File: config.mk
export PLATFORM = sky130hd
export DESIGN_NAME = rr_accel_arbiter
export DESIGN_NICKNAME = d
export VERILOG_FILES = /design/src/rtl/arb_pkg.sv /design/src/rtl/rr_pick.sv /design/src/rtl/rr_accel_arbiter.sv
export SDC_FILE = /design/constraint.sdc
export NUM_CORES = 1
export LEC_CHECK = 0
export ABC_AREA = 1
export CAP_MARGIN = 20
export CELL_PAD_IN_SITES_DETAIL_PLACEMENT = 1
export CELL_PAD_IN_SITES_GLOBAL_PLACEMENT = 2
export CORE_UTILIZATION = 26
export DETAILED_ROUTE_END_ITERATION = 10
export HOLD_SLACK_MARGIN = 0.1
export PLACE_DENSITY = 0.76
export SLEW_MARGIN = 15
export SYNTH_ARGS = -nofsm -noshare
export SYNTH_HDL_FRONTEND = slang
export SYNTH_SLANG_ARGS = --single-unit
File: constraint.sdc
create_clock -name clk -period 1.5 [get_ports clk]
set_input_delay 0.3 -clock clk [delete_from_list [all_inputs] [get_ports clk]]
set_output_delay 0.3 -clock clk [all_outputs]
set_load 0.01 [all_outputs]
File: src/rtl/arb_pkg.sv
// Shared types and one-hot helpers for the round-robin accelerator arbiter.
package arb_pkg;

  // Widest requester vector the helper functions handle.
  localparam int MAX_REQ = 32;

  typedef enum logic {
    IDLE  = 1'b0,
    GRANT = 1'b1
  } arb_state_t;

  // Binary index of the set bit of a one-hot vector; 0 for an all-zero vector.
  function automatic int unsigned onehot_to_bin(input logic [MAX_REQ-1:0] oh);
    int unsigned b;
    b = 0;
    for (int i = 0; i < MAX_REQ; i++) begin
      if (oh[i]) b = b | unsigned'(i);
    end
    return b;
  endfunction

  // Rotate a one-hot vector of n live bits left by one, bit n-1 wrapping to bit 0.
  function automatic logic [MAX_REQ-1:0] rotl1(input logic [MAX_REQ-1:0] oh, input int n);
    logic [MAX_REQ-1:0] r;
    r = '0;
    for (int i = 0; i < MAX_REQ; i++) begin
      if (i < n && oh[i]) r[(i+1)%n] = 1'b1;
    end
    return r;
  endfunction

endpackage

File: src/rtl/rr_pick.sv
// Combinational round-robin pick: first set request at or above the one-hot
// pointer, wrapping circularly, found by a double-width masked priority encode.
module rr_pick #(
  parameter int N = 4
) (
  input  logic [N-1:0] req,
  input  logic [N-1:0] ptr,
  output logic [N-1:0] winner
);

  logic [2*N-1:0] dreq;
  logic [2*N-1:0] thr;
  logic [2*N-1:0] masked;
  logic [2*N-1:0] first;

  // Mask off bits below ptr in the doubled request, then isolate the lowest set
  // bit; folding both halves back together gives the circular wrap.
  always_comb begin
    dreq   = {req, req};
    thr    = {{N{1'b0}}, ptr};
    masked = dreq & ~(thr - 1'b1);
    first  = masked & (~masked + 1'b1);
    winner = first[N-1:0] | first[2*N-1:N];
  end

endmodule

File: src/rtl/rr_accel_arbiter.sv
// Round-robin arbiter sharing one accelerator among NUM_REQ requesters.
// Grant is registered, held until done / withdrawal / hold timeout, then
// released for one dead cycle with the pointer moved past the last winner.
//
//   state | meaning
//   ------+--------------------------------------------------------------
//   IDLE  | no grant; pick the next winner from req starting at ptr
//   GRANT | grant held; count hold cycles and watch done/withdraw/timeout
module rr_accel_arbiter
  import arb_pkg::*;
#(
  parameter int NUM_REQ  = 4,
  parameter int MAX_HOLD = 16,
  parameter int ID_W     = (NUM_REQ > 1) ? $clog2(NUM_REQ) : 1
) (
  input  logic               clk,
  input  logic               rst,
  input  logic [NUM_REQ-1:0] req,
  input  logic               done,
  output logic [NUM_REQ-1:0] grant,
  output logic               grant_valid,
  output logic [ID_W-1:0]    grant_id,
  output logic               timeout
);

  localparam int CNT_W     = (MAX_HOLD > 0) ? $clog2(MAX_HOLD + 1) : 1;
  localparam int HOLD_LAST = (MAX_HOLD > 0) ? MAX_HOLD - 1 : 0;

  arb_state_t         state_q, state_d;
  logic [NUM_REQ-1:0] ptr_q, ptr_d;
  logic [NUM_REQ-1:0] grant_q, grant_d;
  logic [CNT_W-1:0]   cnt_q, cnt_d;
  logic               timeout_q, timeout_d;
  logic [NUM_REQ-1:0] winner;
  logic               win_held;
  logic               tmo_hit;

  rr_pick #(.N(NUM_REQ)) u_pick (
    .req    (req),
    .ptr    (ptr_q),
    .winner (winner)
  );

  assign win_held = |(req & grant_q);
  // The hold limit is only meaningful with a non-zero MAX_HOLD.
  assign tmo_hit  = (MAX_HOLD > 0) && (cnt_q == CNT_W'(HOLD_LAST));

  // State, pointer, hold counter and output registers with synchronous reset.
  always_ff @(posedge clk) begin
    if (rst) begin
      state_q   <= IDLE;
      ptr_q     <= NUM_REQ'(1);
      grant_q   <= '0;
      cnt_q     <= '0;
      timeout_q <= 1'b0;
    end else begin
      state_q   <= state_d;
      ptr_q     <= ptr_d;
      grant_q   <= grant_d;
      cnt_q     <= cnt_d;
      timeout_q <= timeout_d;
    end
  end

  // Next-state: grant from IDLE, release from GRANT on the first release cause.
  always_comb begin
    state_d   = state_q;
    ptr_d     = ptr_q;
    grant_d   = grant_q;
    cnt_d     = cnt_q;
    timeout_d = 1'b0;
    case (state_q)
      IDLE: begin
        if (|req) begin
          grant_d = winner;
          state_d = GRANT;
          cnt_d   = '0;
        end
      end
      GRANT: begin
        if (done || !win_held || tmo_hit) begin
          grant_d   = '0;
          state_d   = IDLE;
          ptr_d     = NUM_REQ'(rotl1(MAX_REQ'(grant_q), NUM_REQ));
          // A coincident done or withdrawal makes this an ordinary release.
          timeout_d = tmo_hit && !done && win_held;
        end else begin
          cnt_d = cnt_q + 1'b1;
        end
      end
      default: begin
        state_d = IDLE;
        grant_d = '0;
      end
    endcase
  end

  // Output views of the registered grant.
  always_comb begin
    grant       = grant_q;
    grant_valid = |grant_q;
    grant_id    = ID_W'(onehot_to_bin(MAX_REQ'(grant_q)));
    timeout     = timeout_q;
  end

endmodule
==> results of run 1 <==
-- synth_stat cells (2+ instances only) --
master / instances
ha_1: 3
or2_2: 2
inv_1: 17
a21oi_1: 11
nor2_1: 12
dfxtp_1: 15
nand2_1: 25
o21ai_0: 3
nand3_1: 20
-- flip-flops by register name (all words and copies together) (netlist names) --
| name | count |
|---|---|
| cnt_q | 5 |
| grant | 4 |
| ptr_q | 4 |
| state_q | 1 |
| timeout | 1 |
-- logic make-up (layout without fill, tap and decap cells) --
kind of cell | after synthesis | in the layout | synth area share (%)
fa+ha+maj | 3 | 3 | 4.167
xor+xnor | 1 | 1 | 0.9724
simple gates | 70 | 71 | 40.14
buf+inv | 19 | 57 | 9.166
flops | 15 | 15 | 33.33
compound gates | 18 | 18 | 12.22
-- through the flow --
step	utilization (%)	instances
finish	41.66	211
global route	41.66	211
CTS	39.71	211
detailed placement	37.08	205
global placement	37.08	205
floorplan	-	126
-- final timing paths --
kind | slack [ps] | cells after the start | endpoint | from
min | 490 | 2 | ptr_q[1]$_SDFFE_PP0N_ | ptr_q[1]$_SDFFE_PP0N_
max reg2reg | 60 | 9 | cnt_q[0]$_SDFFE_PP0P_ | cnt_q[0]$_SDFFE_PP0P_
max | -140 | 3 | grant_valid | grant[3]$_SDFFE_PP0P_
min reg2reg | 490 | 2 | ptr_q[1]$_SDFFE_PP0N_ | ptr_q[1]$_SDFFE_PP0N_
-- cell type report --
| class | count | area (sq um) |
|---|---|---|
| Fill cell | 435 | 1947 |
| Multi-Input combinational cell | 93 | 641.9 |
| Sequential cell | 15 | 305.3 |
| Timing Repair Buffer | 36 | 292.8 |
| Inverter | 17 | 66.31 |
| Tap cell | 46 | 57.56 |
| Clock buffer | 4 | 26.28 |
-- layer usage --
layer / routed length (microns) / GRT usage [%] / vias to the layer above
met1: 1226 / 21.95 / 472
li1: - / - / 497
met4: 21 / 2.922 / 0
met2: 1421 / 29.51 / 26
met3: 158 / 4.051 / 2
met5: 0 / 0 / -
-- timing repair --
action,4_1_cts,5_1_grt
endpoints found under the setup margin,21,17
hold endpoints to repair,0,0
setup buffers,1,1
pin swaps,8,7
gates cloned,1,0
resized for setup,29,17
-- cells in the final DEF (no fill, tap or decap), types with 4 or more instances in the layout --
cell type | synthesis | routed
inv_1 | 17 | 13
nand3_1 | 20 | 19
nor2_1 | 12 | 11
dfxtp_1 | 15 | 11
buf_4 | 0 | 21
nand2_1 | 25 | 22
dlygate4sd2_1 | 0 | 5
a21oi_1 | 11 | 9
clkdlybuf4s50_1 | 0 | 7
dfxtp_2 | 0 | 4
-- worst min-delay path, stage by stage, from the launching register on --
cell	delay (ps)
dfxtp_2	330
inv_2	70
a21oi_1	60
-- power by group --
group | internal [mW] | switching [mW]
Clock | 0.103 | 0.133
Sequential | 0.423 | 0.0160
Combinational | 0.159 | 0.211
==> results.cfg, run 1 <==
[outcome]
run_status = finished, violations left
violations = negative setup slack

[logic_synthesis]
yosysWarnings = 0
synth_flop_cell = dfxtp_1
synth_nets = 136
async_flop_share_pct = 0
synth.top_cell.area_share_pct = 33.33
yosysUniqueCellTypes = 27
yosysTopAreaCell = dfxtp_1
ys_top_cells_by_area = dfxtp_1 33%, nand3_1 11%, nand2_1 10%
netlist_area_sq_um = 900.9
synth_edf_count = 0
yosysSeqAreaShare_pct = 33.33
postSynthAreaPerCell_sq_um = 7.150
yosys_register_bits = 15
synth_cells = 126

[sta]
holdWs_ps = 490.7
slew_headroom_pct = 76.72
fin_ws_ps = -136.6
fmax_mhz = 611.0
clock_skew_ps = 3.456
setup_violations = 1
period_minus_slack_ps = 1637
tns_ps = -136.6
finalCritPeriodShare_pct = 109.1
drv_slew = 0
rsz0062_at_grt = yes
worst_pin_slew_ps = 347.8
hold_viol = 0

[worst_hold_path]
hp-class = flip-flop to flip-flop

[route]
num_vias = 997
ant_nets = 0
wl_per_cell_microns = 13.40
drc = 0
dr.pass1.iters = 4
routed_via_density = 4.725
drt_iter0_drc = 34
drt_wl_total_mm = 2.828

[cells_and_area]
area_growth_pct = 54.31
layout-drive-gt1-share_pct = 34.55
fin_area_sq_um = 1390
fin_nets = 176
antenna_cells = 0

[clocking]
clock_latency_ps = 280
cts_root_buf = clkbuf_4
postCtsHoldBufs = 0
clkSinkCount = 15
cts-htree-levels = 1
path_clk_slew_ps = 90
cts_made_buffers = 3
tritoncts = built
clock_path_buffers = 2

[setup_path]
path_max_fanout = 2
cp_num_buf_inv = 1
cpMaxStageDelayCell = dfxtp_1
path_class = flip-flop to primary output
crit_chain = or2_2 > or3_1 > buf_2
end_kind = primary output
cp.required_ps = 1200
crit_family = simple AND/OR/NAND/NOR gates
startpoint_type = flip-flop
crit_path_max_incr_delay_ps = 320
crit_arrival_ps = 1340

[placement]
gp_congestion = 0.8678
dp_slack_ps = -187.8
hpwl_mm = 2.100
place_area_sq_um = 1237
portBuffers = 14

[job]
drv_cap = 0

[floorplan]
dieWidth_microns = 60.87
core-area_sq_um = 3337
top_level_ports = 15
initial_core_util_pct = 27.00
die_h_microns = 60.87
die_area_sq_um = 3705
rows = 21

[global_route]
grt_pass1_wl_mm = 4.574
track_usage_pct = 17.10
grt_overflow = 0
antenna_found_initial = 0
grt_max_degree = 11
grt_pass1_vias = 983

[pwr]
power.density_nw_per_um2 = 751.1
leakage_nw = 0.6018
vdd_drop_max_uv = 275.0
p_total_mw = 1.044
Note: power is estimated with default switching activity, not from simulation.
==> run 2, diff against run 1 <==
--- a/config.mk
+++ b/config.mk
@@ -9,6 +9,7 @@
 export CAP_MARGIN = 20
 export CELL_PAD_IN_SITES_DETAIL_PLACEMENT = 1
 export CELL_PAD_IN_SITES_GLOBAL_PLACEMENT = 2
+export CORE_ASPECT_RATIO = 1.75
 export CORE_UTILIZATION = 26
 export DETAILED_ROUTE_END_ITERATION = 10
 export HOLD_SLACK_MARGIN = 0.1
==> run 2 against run 1 <==
Compared with the run above: the flow still finishes with violations (negative setup slack); combinational power is 13% higher; wire length is 3.9% higher; critical path type unchanged; largest cell class unchanged; via count is 3.0% higher; utilization is 4.9 points higher; final area is 7.4% higher; sequential power hardly changed; worst setup slack better by 20 ps.
==> results.cfg, run 2 (synthesized netlist as in run 1, its figures left out) <==
[cells_and_area]
largest_register = cnt_q
area_growth_pct = 65.69
fillers = 401
fin_area_sq_um = 1493
antenna_cells = 0
ff_latch_area_sq_um = 307.8
multi_input_area_sq_um = 653.1
final_common_cell = buf_4
final_cell_mix = 29 x buf_4, 20 x nand2_1, 18 x nand3_1, 12 x inv_1, 10 x nor2_1
fin_nets = 184
layout-drive-gt1-share_pct = 43.35
largest_register_ffs = 5
final_cells = 216

[clocking]
clock_latency_ps = 250
clock_path_buffers = 2
clkSinkCount = 15
cts-htree-levels = 1
path_clk_slew_ps = 60
cts_made_buffers = 3
postCtsHoldBufs = 0
tritoncts = built
cts_root_buf = clkbuf_8

[sta]
holdWs_ps = 492.0
fin_ws_ps = -116.8
finalCritPeriodShare_pct = 107.8
period_minus_slack_ps = 1617
rsz0062_at_grt = yes
hold_viol = 0
worst_pin_slew_ps = 280.3
setup_violations = 1
slew_headroom_pct = 81.24
clock_skew_ps = 3.887
drv_slew = 0
tns_ps = -116.8
fmax_mhz = 618.5

[floorplan]
top_level_ports = 15
die_area_sq_um = 3714
die_h_microns = 79.87
core-area_sq_um = 3209
initial_core_util_pct = 28.07
dieWidth_microns = 46.50
rows = 27

[pwr]
swShare_pct = 31.57
power_frac_comb_pct = 35.1
vdd_drop_max_uv = 621.2
power.internal_uw = 810.4
p_sw_uw = 373.9
leakage_nw = 0.6584
p_seq_share_pct = 37.1
p_clk_share_pct = 27.8
p_total_mw = 1.184
power.density_nw_per_um2 = 793.4

[outcome]
run_status = finished, violations left
violations = negative setup slack

[placement]
portBuffers = 14
gp_congestion = 0.8036
place_area_sq_um = 1264
hpwl_mm = 2.366
dp.cells = 206

[global_route]
grt_overflow = 0
antenna_found_initial = 0
grt_pass1_wl_mm = 5.030
grt_pass1_vias = 1120
track_usage_pct = 19.05
grt_max_degree = 9

[worst_hold_path]
hp-class = flip-flop to flip-flop

[setup_path]
cp.required_ps = 1200
path_max_fanout = 2
crit_path_max_incr_delay_ps = 390
crit_chain = or2_4 > or3_4 > buf_6
path_class = flip-flop to primary output
cpMaxStageDelayCell = or3_4
end_kind = primary output
startpoint_type = flip-flop
crit_arrival_ps = 1320

[route]
num_vias = 1027
drt_iter0_drc = 7
wl_per_cell_microns = 13.61
ant_nets = 0
dr.pass1.iters = 4
drt_wl_total_mm = 2.939
drc = 0
routed_via_density = 4.755

[job]
drv_cap = 0
## run 2: cell count changes in the layout (fill, tap and decap cells not counted), moves of 3 or more
cell | before | now
clkbuf_4 | 3 | 0
nand2_2 | 2 | 5
clkbuf_8 | 0 | 3
buf_4 | 21 | 29
## run 2: final cells by class
cell class,instances,area share (%)
Timing Repair Buffer,44,24.56
Tap cell,43,3.604
Multi-Input combinational cell,93,43.76
Inverter,17,4.443
Clock buffer,4,3.018
Sequential cell,15,20.62
## run 2: metal layers
metal	wire length (microns)	part of all wire (%)	vias to the layer above	global-route usage [%]
li1	-	-	513	-
met4	63	2.1	0	7.353
met2	1745	59	17	35.69
met1	1043	35	491	19.12
met5	0	0	-	0
met3	86	2.9	6	3.167
## run 2: what timing repair did
action | CTS | global route
setup endpoints to repair | 22 | 14
gates resized for setup | 34 | 24
cloned | 1 | 0
buffers inserted | 2 | 3
pin swaps | 8 | 10
## run 2: worst paths after layout
| check | slack, ps | cells after the start | startpoint | endpoint |
|---|---|---|---|---|
| worst max-delay path | -120 | 3 | grant[2]$_SDFFE_PP0P_ | grant_valid |
| worst min-delay path | 490 | 2 | ptr_q[1]$_SDFFE_PP0N_ | ptr_q[1]$_SDFFE_PP0N_ |
| worst max register to register | 60 | 10 | cnt_q[0]$_SDFFE_PP0P_ | grant[2]$_SDFFE_PP0P_ |
| worst min register to register | 490 | 2 | ptr_q[1]$_SDFFE_PP0N_ | ptr_q[1]$_SDFFE_PP0N_ |
## run 2: per-stage QoR
stage	setup slack [ps]	util (%)
after floorplan	50.62	-
after global placement	-174.7	39.38
after CTS	-139.0	43.47
after global routing	-156.2	46.51
after detailed placement	-206.2	39.38
final	-116.8	46.51
## run 2: power groups by stage
| stage | Sequential (mW) | Clock (mW) | Combinational, mW |
|---|---|---|---|
| floorplan | 0.454 | 0 | 0.169 |
| global placement | 0.443 | 0 | 0.349 |
| detailed placement | 0.444 | 0 | 0.355 |
| CTS | 0.436 | 0.342 | 0.375 |
| global route | 0.442 | 0.369 | 0.458 |
| finish | 0.439 | 0.329 | 0.416 |
## run 2: critical path, delay by kind of cell (launching register included)
kind,cells,cell delay [ps]
DFF,1,320
buffers and inverters,1,130
and+or+nand+nor,2,630
==> run 3, diff against run 2 <==
--- a/config.mk
+++ b/config.mk
@@ -18,3 +18,4 @@
 export SYNTH_ARGS = -nofsm -noshare
 export SYNTH_HDL_FRONTEND = slang
 export SYNTH_SLANG_ARGS = --single-unit
+export TNS_END_PERCENT = 30
==> run 3 against run 2 <==
Compared with the run above: the run still ends with negative setup slack left; final area is 2.2% lower; global-route usage decreased by 0.18 points; utilization fell by 1.0 points; sequential cell count unchanged; combinational power shrank 2%; final cell count decreased by 0.46%.
==> results.cfg, run 3 (synthesized netlist as in run 1, its figures left out) <==
[sta]
holdWs_ps = 491.8
hold_viol = 0
clock_skew_ps = 6.685
finalCritPeriodShare_pct = 108.1
worst_pin_slew_ps = 281.9
drv_slew = 0
rsz0062_at_grt = yes
setup_violations = 1
period_minus_slack_ps = 1622
slew_headroom_pct = 81.14
fmax_mhz = 616.5
fin_ws_ps = -122.2

[cells_and_area]
fin_util_pct = 45.50
layout-drive-gt1-share_pct = 40.70
antenna_cells = 0
fin_nets = 183
final_cell_mix = 28 x buf_4, 20 x nand2_1, 20 x nand3_1, 13 x inv_1, 10 x nor2_1
final_common_cell = buf_4
largest_register_ffs = 5
largest_register = cnt_q
area_growth_pct = 62.08
fillers = 410

[setup_path]
cp_num_buf_inv = 1
startpoint_type = flip-flop
reg2reg_depth = 9
startpoint = grant[2]$_SDFFE_PP0P_
cpMaxStageDelayCell = or3_4
crit_arrival_ps = 1320
rr_endpoint = cnt_q[0]$_SDFFE_PP0P_
cp.required_ps = 1200
regToRegSetupSlack_ps = 60
path_class = flip-flop to primary output
end_kind = primary output
path_max_fanout = 2
crit_path_max_incr_delay_ps = 390
reg2reg_from = cnt_q[0]$_SDFFE_PP0P_
crit_family = simple AND/OR/NAND/NOR gates
crit_chain = or2_4 > or3_4 > buf_6

[clocking]
cts-htree-levels = 1
cts_root_buf = clkbuf_8
tritoncts = built
clock_path_buffers = 2
clkSinkCount = 15
postCtsHoldBufs = 0
cts_made_buffers = 3
clock_latency_ps = 250
path_clk_slew_ps = 70

[route]
dr.pass1.iters = 2
ant_nets = 0
drc = 0
wl_per_cell_microns = 13.75
drt_iter0_drc = 7
routed_via_density = 4.702
num_vias = 1011
drt_wl_total_mm = 2.957

[pwr]
leakage_nw = 0.6449
power.density_nw_per_um2 = 810.7
vdd_drop_max_uv = 630.6

[floorplan]
rows = 27
core-area_sq_um = 3209
top_level_ports = 15
die_area_sq_um = 3714
initial_core_util_pct = 28.07
dieWidth_microns = 46.50
die_h_microns = 79.87

[worst_hold_path]
min_to = ptr_q[1]$_SDFFE_PP0N_
hp-class = flip-flop to flip-flop
hold_path_depth = 2
hold_start = ptr_q[1]$_SDFFE_PP0N_

[job]
drv_cap = 0

[outcome]
violations = negative setup slack
run_status = finished, violations left

[placement]
hpwl_mm = 2.366
gp_congestion = 0.8036
portBuffers = 14

[global_route]
track_usage_pct = 18.87
grt_pass1_wl_mm = 4.954
grt_overflow = 0
antenna_found_initial = 0
grt_pass1_vias = 1105
grt_max_degree = 9
-- run 3: layout make-up --
cell class	count	area, sq um	area share (%)
multi-input cells	93	630.6	43.19
flip-flops and latches	15	307.8	21.08
well taps	43	53.80	3.685
repair buffers	43	356.6	24.42
inverters	17	66.31	4.542
clock buffers	4	45.04	3.085
-- run 3: worst max-delay path by stage --
| stage | depth (start not counted) | endpoint | slack [ps] |
|---|---|---|---|
| after CTS | 3 | grant_valid | -140 |
| after floorplan | 8 | cnt_q[4]$_SDFFE_PP0P_ | 50 |
| after detailed placement | 3 | grant_valid | -210 |
| final | 3 | grant_valid | -120 |
| after global routing | 3 | grant_valid | -160 |
| after global placement | 8 | grant[2]$_SDFFE_PP0P_ | -170 |
-- run 3: what timing repair did --
action,in CTS,in global routing
gates resized for setup,29,24
pin swaps,5,8
setup endpoints to repair,22,14
gates cloned,1,0
buffers inserted,1,3
-- run 3: worst min-delay path, cell delays in order, from the launching register on --
cell     delay, ps
dfxtp_2        320
inv_2           70
a21oi_1         60
-- run 3: metrics by stage --
stage	TNS, ps	setup WS, ps	power (mW)	std cells	area, sq um
2_1_floorplan	0	50.62	0.6221	126	900.9
3_3_place_gp	-2014	-174.7	0.7911	206	1264
3_5_place_dp	-2303	-206.2	0.7993	206	1264
4_1_cts	-142.8	-139.0	1.143	212	1364
5_1_grt	-209.1	-156.2	1.262	215	1460
6_report	-122.2	-122.2	1.184	215	1460
-- run 3: power by group --
part	internal, mW	switching (mW)
logic	0.198	0.212
registers	0.424	0.0149
clock network	0.188	0.147
total	0.810	0.374
-- run 3: metal layers --
metal  routed length (microns)  global-route usage (%)  part of all wire (%)
met1                      1111                   18.84                    38
met2                      1716                   35.83                    58
met3                        69                   2.715                   2.3
met4                        59                   7.059                   2.0
met5                         0                       0                     0
